File: config.mk
export PLATFORM = sky130hd
export DESIGN_NAME = seg_scan_mux
export DESIGN_NICKNAME = d
export VERILOG_FILES = /design/src/rtl/seg_scan_mux.sv
export SDC_FILE = /design/constraint.sdc
export NUM_CORES = 1
export LEC_CHECK = 0
export ABC_AREA = 1
export BUFFER_PORTS_ARGS = -buffer_cell sky130_fd_sc_hd__buf_2
export CAP_MARGIN = 20
export CORE_ASPECT_RATIO = 2
export CORE_MARGIN = 8
export CORE_UTILIZATION = 40
export DETAILED_ROUTE_END_ITERATION = 16
export GPL_TIMING_DRIVEN = 0
export PLACE_DENSITY = 0.69
export SLEW_MARGIN = 20
export SYNTH_ARGS = -nofsm -noshare
export SYNTH_HDL_FRONTEND = slang
export SYNTH_SLANG_ARGS = --single-unit
File: constraint.sdc
create_clock -name clk -period 2.54 [get_ports clk]
set_input_delay 0.127 -clock clk [delete_from_list [all_inputs] [get_ports clk]]
set_output_delay 0.127 -clock clk [all_outputs]
set_load 0.005 [all_outputs]
File: src/rtl/seg_scan_mux.sv
// -----------------------------------------------------------------------------
// seg_scan_mux
//
// Time-multiplexed driver for an N-digit 7-segment display. One digit is lit
// at a time. Each digit owns a slot of REFRESH_DIV clock cycles. The first
// BLANK_CYCLES cycles of a slot are dark, which stops ghosting while the
// anode and segment lines settle. The digit pattern and its blank bit are
// captured once, at the end of the dark phase, and held for the rest of the
// slot.
//
// Parameters
//   NUM_DIGITS       number of digits scanned (>= 2)
//   SEG_WIDTH        segment bits per digit
//   REFRESH_DIV      clk cycles per digit slot (>= BLANK_CYCLES + 1)
//   BLANK_CYCLES     dark cycles at the start of every slot (>= 1)
//   ANODE_ACTIVE_LOW 1: the selected anode is driven 0; 0: it is driven 1
//   SEG_ACTIVE_LOW   1: a lit segment is driven 0; 0: it is driven 1
//
// Ports
//   clk          system clock
//   rst_n        asynchronous active-low reset
//   enable       scan enable; low forces the display dark and restarts the
//                scan from digit 0
//   digits       packed patterns, digit k at [k*SEG_WIDTH +: SEG_WIDTH],
//                1 = segment lit (logical polarity)
//   blank_mask   bit k = 1 keeps digit k dark
//   seg          registered segment drive (physical polarity)
//   anode        registered one-hot anode drive (physical polarity)
//   digit_idx    index of the digit that owns the current slot
//   frame_start  one-cycle pulse in the first cycle of a digit-0 slot that
//                follows a wrap from the last digit
// -----------------------------------------------------------------------------
module seg_scan_mux #(
    parameter int NUM_DIGITS       = 4,
    parameter int SEG_WIDTH        = 7,
    parameter int REFRESH_DIV      = 1024,
    parameter int BLANK_CYCLES     = 16,
    parameter int ANODE_ACTIVE_LOW = 1,
    parameter int SEG_ACTIVE_LOW   = 0,
    localparam int IDX_W           = (NUM_DIGITS > 1) ? $clog2(NUM_DIGITS) : 1
) (
    input  logic                            clk,
    input  logic                            rst_n,
    input  logic                            enable,
    input  logic [NUM_DIGITS*SEG_WIDTH-1:0] digits,
    input  logic [NUM_DIGITS-1:0]           blank_mask,
    output logic [SEG_WIDTH-1:0]            seg,
    output logic [NUM_DIGITS-1:0]           anode,
    output logic [IDX_W-1:0]                digit_idx,
    output logic                            frame_start
);

    // -------------------------------------------------------------------------
    // Constants
    // -------------------------------------------------------------------------
    localparam int CNT_W = (REFRESH_DIV > 1) ? $clog2(REFRESH_DIV) : 1;

    localparam logic [CNT_W-1:0] CNT_ZERO      = {CNT_W{1'b0}};
    localparam logic [CNT_W-1:0] CNT_ONE       = CNT_W'(1);
    localparam logic [CNT_W-1:0] CNT_LAST      = CNT_W'(REFRESH_DIV - 1);
    localparam logic [CNT_W-1:0] CNT_BLANK_END = CNT_W'(BLANK_CYCLES - 1);

    localparam logic [IDX_W-1:0] IDX_ZERO = {IDX_W{1'b0}};
    localparam logic [IDX_W-1:0] IDX_ONE  = IDX_W'(1);
    localparam logic [IDX_W-1:0] IDX_LAST = IDX_W'(NUM_DIGITS - 1);

    // Physical levels that leave every digit and every segment dark.
    localparam logic [NUM_DIGITS-1:0] ANODE_OFF =
        (ANODE_ACTIVE_LOW != 0) ? {NUM_DIGITS{1'b1}} : {NUM_DIGITS{1'b0}};
    localparam logic [SEG_WIDTH-1:0]  SEG_OFF   =
        (SEG_ACTIVE_LOW != 0)   ? {SEG_WIDTH{1'b1}}  : {SEG_WIDTH{1'b0}};

    typedef enum logic [0:0] {
        ST_BLANK = 1'b0,
        ST_ON    = 1'b1
    } state_t;

    // -------------------------------------------------------------------------
    // Helpers
    // -------------------------------------------------------------------------

    // Map a logical pattern (1 = lit) to the physical segment level.
    function automatic logic [SEG_WIDTH-1:0] seg_drive(
        input logic [SEG_WIDTH-1:0] lit_pattern
    );
        logic [SEG_WIDTH-1:0] drv;
        drv = (SEG_ACTIVE_LOW != 0) ? ~lit_pattern : lit_pattern;
        return drv;
    endfunction

    // Physical anode vector that selects only digit idx.
    function automatic logic [NUM_DIGITS-1:0] anode_drive(
        input logic [IDX_W-1:0] idx
    );
        logic [NUM_DIGITS-1:0] onehot;
        onehot = {NUM_DIGITS{1'b0}};
        for (int k = 0; k < NUM_DIGITS; k++) begin
            onehot[k] = (idx == IDX_W'(k));
        end
        return (ANODE_ACTIVE_LOW != 0) ? ~onehot : onehot;
    endfunction

    // Index of the digit that follows idx in scan order.
    function automatic logic [IDX_W-1:0] next_idx(
        input logic [IDX_W-1:0] idx
    );
        logic [IDX_W-1:0] nxt;
        nxt = (idx == IDX_LAST) ? IDX_ZERO : (idx + IDX_ONE);
        return nxt;
    endfunction

    // -------------------------------------------------------------------------
    // State
    // -------------------------------------------------------------------------
    state_t                  state_q,       state_d;
    logic [CNT_W-1:0]        cnt_q,         cnt_d;
    logic [IDX_W-1:0]        digit_idx_q,   digit_idx_d;
    logic [SEG_WIDTH-1:0]    seg_q,         seg_d;
    logic [NUM_DIGITS-1:0]   anode_q,       anode_d;
    logic                    frame_start_q, frame_start_d;

    // Pattern and blank bit of the digit that owns the current slot.
    logic [SEG_WIDTH-1:0]    sel_pat_s;
    logic                    sel_blank_s;

    // Select the pattern and blank bit of the current digit. This is an
    // AND-OR mux, so an index past the last digit selects nothing.
    always_comb begin
        sel_pat_s   = {SEG_WIDTH{1'b0}};
        sel_blank_s = 1'b0;
        for (int k = 0; k < NUM_DIGITS; k++) begin
            sel_pat_s   = sel_pat_s |
                          ((digit_idx_q == IDX_W'(k)) ?
                           digits[k*SEG_WIDTH +: SEG_WIDTH] : {SEG_WIDTH{1'b0}});
            sel_blank_s = sel_blank_s |
                          ((digit_idx_q == IDX_W'(k)) & blank_mask[k]);
        end
    end

    // Next-state logic for the slot counter, the scan FSM and the output
    // registers.
    always_comb begin
        state_d       = state_q;
        cnt_d         = cnt_q + CNT_ONE;
        digit_idx_d   = digit_idx_q;
        seg_d         = seg_q;
        anode_d       = anode_q;
        frame_start_d = 1'b0;

        if (!enable) begin
            // Disable takes priority over a slot end that falls on the same
            // edge. The next scan starts from a clean digit-0 dark phase.
            state_d     = ST_BLANK;
            cnt_d       = CNT_ZERO;
            digit_idx_d = IDX_ZERO;
            seg_d       = SEG_OFF;
            anode_d     = ANODE_OFF;
        end else begin
            case (state_q)
                ST_BLANK: begin
                    if (cnt_q == CNT_BLANK_END) begin
                        // Capture the pattern for the lit phase. Later changes
                        // on digits or blank_mask wait for the next slot.
                        state_d = ST_ON;
                        if (sel_blank_s) begin
                            seg_d   = SEG_OFF;
                            anode_d = ANODE_OFF;
                        end else begin
                            seg_d   = seg_drive(sel_pat_s);
                            anode_d = anode_drive(digit_idx_q);
                        end
                    end else begin
                        seg_d   = SEG_OFF;
                        anode_d = ANODE_OFF;
                    end
                end

                ST_ON: begin
                    if (cnt_q == CNT_LAST) begin
                        // End of slot: go dark and move to the next digit.
                        // A wrap to digit 0 marks the start of a new frame.
                        state_d       = ST_BLANK;
                        cnt_d         = CNT_ZERO;
                        digit_idx_d   = next_idx(digit_idx_q);
                        seg_d         = SEG_OFF;
                        anode_d       = ANODE_OFF;
                        frame_start_d = (digit_idx_q == IDX_LAST);
                    end else begin
                        seg_d   = seg_q;
                        anode_d = anode_q;
                    end
                end

                default: begin
                    state_d     = ST_BLANK;
                    cnt_d       = CNT_ZERO;
                    digit_idx_d = IDX_ZERO;
                    seg_d       = SEG_OFF;
                    anode_d     = ANODE_OFF;
                end
            endcase
        end
    end

    // Scan state and output registers. Reset darkens the display at once.
    always_ff @(posedge clk or negedge rst_n) begin
        if (!rst_n) begin
            state_q       <= ST_BLANK;
            cnt_q         <= CNT_ZERO;
            digit_idx_q   <= IDX_ZERO;
            seg_q         <= SEG_OFF;
            anode_q       <= ANODE_OFF;
            frame_start_q <= 1'b0;
        end else begin
            state_q       <= state_d;
            cnt_q         <= cnt_d;
            digit_idx_q   <= digit_idx_d;
            seg_q         <= seg_d;
            anode_q       <= anode_d;
            frame_start_q <= frame_start_d;
        end
    end

    // -------------------------------------------------------------------------
    // Outputs: taken straight from registers.
    // -------------------------------------------------------------------------
    assign seg         = seg_q;
    assign anode       = anode_q;
    assign digit_idx   = digit_idx_q;
    assign frame_start = frame_start_q;

endmodule

; ---- Word-level counts from Yosys, hierarchy flattened
; Index checks and enable logic that the tools add are counted.
[word_totals]
output_inout_bits = 14
regBits = 25
elab_cells = 58
[op_classes]
addsub = 2
eq_ne = 8
reduce_logical = 2
n_bitwise = 12
mux = 28
[op_table]
columns = op, n
row1 = 7-bit 2-to-1 mux, 8
row2 = 10-bit 2-to-1 mux, 3
row3 = 7-bit OR, 3
row4 = 4-bit 2-to-1 mux, 4
row5 = 7-bit one-hot mux with 2 select lines, 1
row6 = 10-bit by 1-bit adder with 10-bit output (second input constant), 1
row7 = 10-bit == test (second input constant), 1
row8 = 10-bit by 4-bit == test with 1-bit output (second input constant), 1
row9 = 2-bit 2-to-1 mux, 4
row10 = 4-bit one-hot mux with 2 select lines, 1
row11 = 1-bit 2-to-1 mux, 6
row12 = 1-bit bitwise AND, 4
row13 = 2-bit == test (second input constant), 2
row14 = 2-bit by 1-bit != test with 1-bit output (second input constant), 2
row15 = 4-bit NOT, 1
row16 = 3-bit by 2-bit != test with 1-bit output (second input constant), 1
row17 = 1-bit OR, 3
row18 = 2-bit by 1-bit adder with 2-bit output (second input constant), 1
row19 = 2-bit by 1-bit == test with 1-bit output (second input constant), 1
row20 = 2-bit logical NOT, 1
row21 = 1-bit one-hot mux with 2 select lines, 1
row22 = 2-bit AND reduction, 1
row23 = 1-bit NOT, 1

; ---- Depth between registers and ports, before layout
; Gate-level depths: netlist of the first run.
[depth]
word_depth = 9
ltp_mapped = 10

; ---- Worst setup path before layout of the first run
; Ideal clock, no wire load.
[synth_path]
path_kind = register to register
startpoint = reg digit_idx_q[0] (netlist: digit_idx[0])
endpoint = reg anode_q[1] (netlist: anode[1])
arrival_ps = 1404
stages_incl_launch_ff = 11
setup_time_ps = 72
path_buffers = 2
required_time_ps = 2468
path_slack_ps = 1063
period_less_slack_ps = 1477
path_cell_list = dfrtp_1 -> inv_1 -> ha_1 -> buf_2 -> nand2_1 -> nand2_1 -> nor2_1 -> buf_2 -> nand4_1 -> nand2_1 -> inv_1
[synth_via]
elab_chain_len = 9
elab_cells_between_ends = 16
[synth_lines]
columns = item, line
row1 = start: declaration, 117  ; logic [IDX_W-1:0] digit_idx_q, digit_idx_d;
row2 = start signal: assignment, 217  ; digit_idx_q <= digit_idx_d;
row3 = 2-bit by 1-bit == test with 1-bit output / 2-bit logical NOT (equally long branches), "98, 136"
row4 = 1-bit bitwise AND, 136  ; ((digit_idx_q == IDX_W'(k)) & blank_mask[k]);
row5 = 1-bit OR (3 in series), 135  ; sel_blank_s = sel_blank_s |
row6 = 4-bit 2-to-1 mux (*), 165  ; if (sel_blank_s) begin
row7 = 4-bit 2-to-1 mux (*), 161  ; if (cnt_q == CNT_BLANK_END) begin
row8 = 4-bit one-hot mux with 2 select lines (*), 159  ; case (state_q)
row9 = 4-bit 2-to-1 mux (*), 150  ; if (!enable) begin
row10 = end signal: assignment, 219  ; anode_q <= anode_d;
row11 = end: declaration, 119  ; logic [NUM_DIGITS-1:0] anode_q, anode_d;
; Every way passes the cells marked *; elsewhere a longest branch is shown, timed or not.
; A chain may end at the register's enable or synchronous reset.

; ---- Worst setup path in the final report of the first run
[layout_path]
startpoint = reg digit_idx_q[0] (netlist: digit_idx[0])
endpoint = reg anode_q[3] (netlist: anode[3])
[layout_via]
elab_chain_len = 9
elab_cells_between_ends = 16
[layout_lines]
columns = item, line
row1 = 2-bit by 1-bit == test with 1-bit output / 2-bit logical NOT (equally long branches), 136
row2 = 1-bit bitwise AND, 136
row3 = 1-bit OR (3 in series), 135
row4 = 4-bit 2-to-1 mux (*), 165
row5 = 4-bit 2-to-1 mux (*), 161
row6 = 4-bit one-hot mux with 2 select lines (*), 159
row7 = 4-bit 2-to-1 mux (*), 150
; Marked as above.

==> results of run 1 <==
worst max-delay path, stage by stage, from the launching register on:
cell and delay, ps:
dfrtp_1 460, inv_1 90, ha_1 200, buf_2 170, nand2_1 80, nand2_1 50, nor2_1 130, buf_2 230
nand4_1 130, nand2_1 80, inv_1 40
report_power, final:
group / leakage, uW / internal [uW] / switching [uW]
Clock: 0.0000228 / 112 / 124
Sequential: 0.000332 / 403 / 5.92
Combinational: 0.000639 / 39.4 / 50.8
metrics by stage:
| step | cells | util | instance area, um2 | setup slack, ps | total power, uW |
|---|---|---|---|---|---|
| final | 298 | 0.517 | 1860 | 841 | 735 |
| after global routing | 298 | 0.517 | 1860 | 629 | 775 |
| after CTS | 298 | 0.517 | 1860 | 829 | 744 |
| after detailed placement | 293 | 0.502 | 1810 | 846 | 508 |
| after global placement | 293 | 0.502 | 1810 | 850 | 506 |
| after floorplan | 197 | - | 1510 | 1060 | 462 |
synth_stat cells (2+ instances only):
library cell   n  area, um2
buf_2          5       25.0
a21oi_1        3       15.0
dfstp_2        4        105
nor3_1         2       10.0
nand2_2        2       12.5
nand3b_1       5       37.5
inv_1         15       56.3
buf_6          2       22.5
dfrtp_1       21        526
nand4_1       19        119
nand3_1        7       35.0
nand2_1       73        274
ha_1           5       62.6
nor2_4         4       45.0
nor2_1        19       71.3
xor2_1         3       26.3
inv_2          2       7.51
layout by cell type (no fill, tap or decap), drive strengths merged:
| cell type | netlist | layout |
|---|---|---|
| inv | 17 | 17 |
| ha | 5 | 5 |
| o21ai | 1 | 1 |
| nand2 | 75 | 75 |
| nor3 | 2 | 2 |
| a21oi | 3 | 3 |
| nor2 | 23 | 23 |
| clkbuf | 0 | 4 |
| nand3 | 8 | 8 |
| dfstp | 4 | 4 |
| nand4 | 20 | 20 |
| dlygate4sd3 | 0 | 1 |
| buf | 7 | 54 |
| nand3b | 5 | 5 |
| o21bai | 1 | 1 |
| xor2 | 3 | 3 |
| nor3b | 2 | 2 |
| dfrtp | 21 | 21 |
state kept, by name, summed over array words and instances (netlist names):
| signal | count |
|---|---|
| cnt_q | 10 |
| seg | 7 |
| anode | 4 |
| digit_idx | 2 |
| frame_start | 1 |
| state_q | 1 |
routing by layer:
| layer | wire, um | global-route usage | vias up |
|---|---|---|---|
| li1 | - | - | 741 |
| met2 | 2150 | 0.262 | 32 |
| met4 | 72 | 0.0631 | 0 |
| met5 | 0 | 0 | - |
| met1 | 1330 | 0.124 | 651 |
| met3 | 266 | 0.0325 | 6 |
final cells by class:
class	instances	area, um2	share of cell area
Clock buffer	4	45.0	0.0242
Sequential cell	25	631	0.338
Inverter	17	63.8	0.0342
Timing Repair Buffer	48	245	0.132
Multi-Input combinational cell	148	771	0.413
Buffer	7	47.5	0.0255
Tap cell	49	61.3	0.0329
kinds of logic (layout without fill, tap and decap cells):
family / count (synthesis) / in the layout / share of synthesized area
AND/OR/NAND/NOR: 135 / 135 / 0.433
XOR/XNOR: 3 / 3 / 0.0174
flip-flops: 25 / 25 / 0.417
buffers and inverters: 24 / 76 / 0.0736
AO/OA/AOI/OAI: 5 / 5 / 0.0182
adder cells (fa/ha/maj): 5 / 5 / 0.0414
path summary, 6_finish.rpt:
kind | cells past startpoint | slack [ps] | to
max | 10 | 840 | anode[3]
min | 3 | 120 | cnt_q[8]
max reg2reg | 10 | 840 | anode[3]
min reg2reg | 2 | 480 | seg[4]
max in group asynchronous | 2 | 1800 | anode[1]
min in group asynchronous | 2 | 370 | cnt_q[2]
==> results.ini, run 1 <==
[status]
outcome = complete, no violations

[timing]
timing.setup.tns_ps = 0
finClkSkew_ps = 4.59
slew_headroom = 0.633
hold_viol = 0
holdWs_ps = 123
setup_viol = 0
worstMarginPinSlew_ps = 550
fin_crit_ps = 1700
slew_violations = 0
finalCritPeriodShare = 0.669
fmax_mhz = 588
grt_setup_unrepaired = no

[floorplan]
die-area_mm2 = 0.00613
initial_core_util = 0.419
core_mm2 = 0.00361
row_count = 31
pin_count = 49
die_w_um = 59.5
die_y_um = 103

[synthesis]
async_reset_ff_frac = 1.00
ys_warn_count = 0
yosysSeqAreaShare = 0.417
synth_fp_nets = 237
avgSynthCellArea_um2 = 7.68
synth_cells = 197
synth_flop_cell = dfrtp_1
synth_edf_count = 0
synth_cell_types = 23
synthesis.area_mm2 = 0.00151
ys_ff_latch = 25

[clock_tree]
cts_tree = done
htreeDepth = 1
clkSinkCount = 25
insertion_delay_ps = 270
postCtsSetupRepairBufs = 0
cts_buffer_depth = 2
cts_hold_buf = 1
cts-resized-gates = 0
clockRootBuffer = clkbuf_8
path_clk_slew_ps = 90
cts_buffers = 3

[placement]
portBuffers = 47
place_hpwl_um = 3090
gp_congestion = 0.846

[critical_path]
required_ps = 2750
worstSetupPathType = reg -> reg
timing.rr.start = digit_idx[0]
cp-end-kind = register
crit_start = digit_idx[0]
critPathLaunchType = register
crit_path_max_fanout = 10
crit_arrival_ps = 1910

[flow_run]
max-cap-violations = 0

[grt]
antenna_found_initial = 0
grt_usage = 0.135
grt_max_degree = 26
grt_pass1_wl_um = 6540
grt-ovfl-total = 0
first_global_vias = 1461

[pwr]
p_leak_uw = 0.000994
vdd_drop_max_v = 0.000284
power.density_mw_per_mm2 = 394

[routing]
drc = 0
vias_per_cell = 4.80
first_pass_iters = 4
route.vias.total = 1430
ant_nets = 0
initialDrtViolationCount = 48
wl_per_cell_um = 12.8
wl_um = 3820

[final_layout]
final_nets = 290
drive_gt1_frac = 0.289
nFillCells = 373
diodes = 0
syn_to_final_growth_pct = 23.2

[worst_hold_path]
min_path_type = in -> reg
min-delay-start = enable

Note: power is estimated with default switching activity, not from simulation.
==> inputs of run 2 (changes only) <==
--- a/config.mk
+++ b/config.mk
@@ -13,7 +13,7 @@
 export CORE_UTILIZATION = 40
 export DETAILED_ROUTE_END_ITERATION = 16
 export GPL_TIMING_DRIVEN = 0
-export PLACE_DENSITY = 0.69
+export PLACE_DENSITY = 0.72
 export SLEW_MARGIN = 20
 export SYNTH_ARGS = -nofsm -noshare
 export SYNTH_HDL_FRONTEND = slang
==> constraint.sdc (replaced) <==
create_clock -name clk -period 1.5 [get_ports clk]
set_input_delay 0.075 -clock clk [delete_from_list [all_inputs] [get_ports clk]]
set_output_delay 0.075 -clock clk [all_outputs]
set_load 0.005 [all_outputs]
==> run 2 against run 1 <==
Net effect: clock power rose by 69%; first-iteration DRC count fell by 46%; hold slack got worse by 57 ps; largest cell class unchanged; highest routed layer unchanged.
==> results.ini, run 2 (synthesis results as in run 1) <==
[pwr]
vdd_drop_max_v = 0.000450
p_total_uw = 1300
power.density_mw_per_mm2 = 634
p_leak_uw = 0.00105

[final_layout]
regMostFlops = cnt_q
final_common_cell = nand2_1
diodes = 0
syn_to_final_growth_pct = 35.2
nFillCells = 365
drive_gt1_frac = 0.376
final_cells = 307
largest_reg_flops = 10
final_nets = 299
final_cell_mix = 67 x nand2_1, 48 x buf_2, 19 x nand4_1, 19 x dfrtp_1, 18 x nor2_1

[grt]
grt_pass1_wl_um = 6550
grt_max_degree = 26
first_global_vias = 1502
grt-ovfl-total = 0
antenna_found_initial = 0
grt_usage = 0.137

[timing]
setup_viol = 0
fin_crit_ps = 1440
finClkSkew_ps = 3.25
fmax_mhz = 693
setup_ws_ps = 56.9
finalCritPeriodShare = 0.962
slew_headroom = 0.619
hold_viol = 0
worstMarginPinSlew_ps = 572
slew_violations = 0

[routing]
first_pass_iters = 3
wl_um = 4190
drc = 0
wl_per_cell_um = 13.6
ant_nets = 0
route.vias.total = 1475
initialDrtViolationCount = 26
vias_per_cell = 4.80

[critical_path]
crit_path_max_fanout = 5
crit_arrival_ps = 1660
critPathLaunchType = register
cp-end-kind = register
worstSetupPathType = reg -> reg
required_ps = 1710

[flow_run]
max-cap-violations = 0

[clock_tree]
cts_buffers = 3
cts_buffer_depth = 2
insertion_delay_ps = 270
path_clk_slew_ps = 80
clockRootBuffer = clkbuf_8
htreeDepth = 1
clkSinkCount = 25
cts_tree = done

[floorplan]
die_y_um = 103
die_w_um = 59.5
die-area_mm2 = 0.00613
pin_count = 49
core_mm2 = 0.00361
initial_core_util = 0.419
row_count = 31

[placement]
place_hpwl_um = 3130
dp_worst_setup_slack_ps = -213
portBuffers = 47
gp_congestion = 0.831
placed_cells = 293

[worst_hold_path]
min_path_type = in -> reg

[status]
outcome = complete, no violations

[run 2: repair_timing]
action,4_1_cts,5_1_grt
endpoints found under the hold margin,21,0
hold buffers,1,0
pin swaps,1,6
gates cloned,1,0
endpoints found under the setup margin,10,16
buffers inserted,3,7
gates resized for setup,9,21
[run 2: routing by layer]
layer	part of all wire	vias up	global-route usage
li1	-	758	-
met1	0.33	674	0.119
met2	0.56	32	0.264
met3	0.067	11	0.0350
met4	0.036	0	0.0761
met5	0	-	0
[run 2: metrics by stage]
stage	TNS, ps	area (um2)	hold slack [ps]	utilization
floorplan	0	1510	-221	-
global placement	-1260	1810	94.2	0.502
detailed placement	-1470	1810	107	0.502
CTS	0	1900	59.9	0.528
global route	-27.6	2040	70.4	0.567
finish	0	2040	65.3	0.567
[run 2: cell type report]
class	instances	area [um2]	share of cell area
Multi-Input combinational cell	148	856	0.419
Sequential cell	25	633	0.310
Timing Repair Buffer	59	335	0.164
Inverter	17	63.8	0.0312
Tap cell	49	61.3	0.0300
Buffer	5	50.0	0.0245
Clock buffer	4	45.0	0.0220
[run 2: power by group]
group	internal [uW]	leakage (uW)	total, uW	switching, uW
Sequential	683	0.000329	694	11.6
Combinational	96.8	0.000694	203	107
Clock	190	0.0000228	398	208
Total	970	0.00105	1300	326
[run 2: worst max-delay path, cell delays in order, from the launching register on]
cell and delay, ps:
dfrtp_2 410, inv_2 70, ha_4 160, buf_6 110, nand2_2 50, nand2_2 60
nor2_4 160, buf_6 140, nand4_1 100, nand2_1 90, inv_1 40
[run 2: path summary, 6_finish.rpt]
kind	start	to	slack, ps	cells past startpoint
setup / recovery	digit_idx[0]	anode[3]	60	10
hold / removal	enable	cnt_q[8]	70	3
setup reg to reg	digit_idx[0]	anode[3]	60	10
hold reg to reg	seg[5]	seg[5]	480	2
max in group asynchronous	rst_n	digit_idx[1]	760	2
min in group asynchronous	rst_n	frame_start	330	2
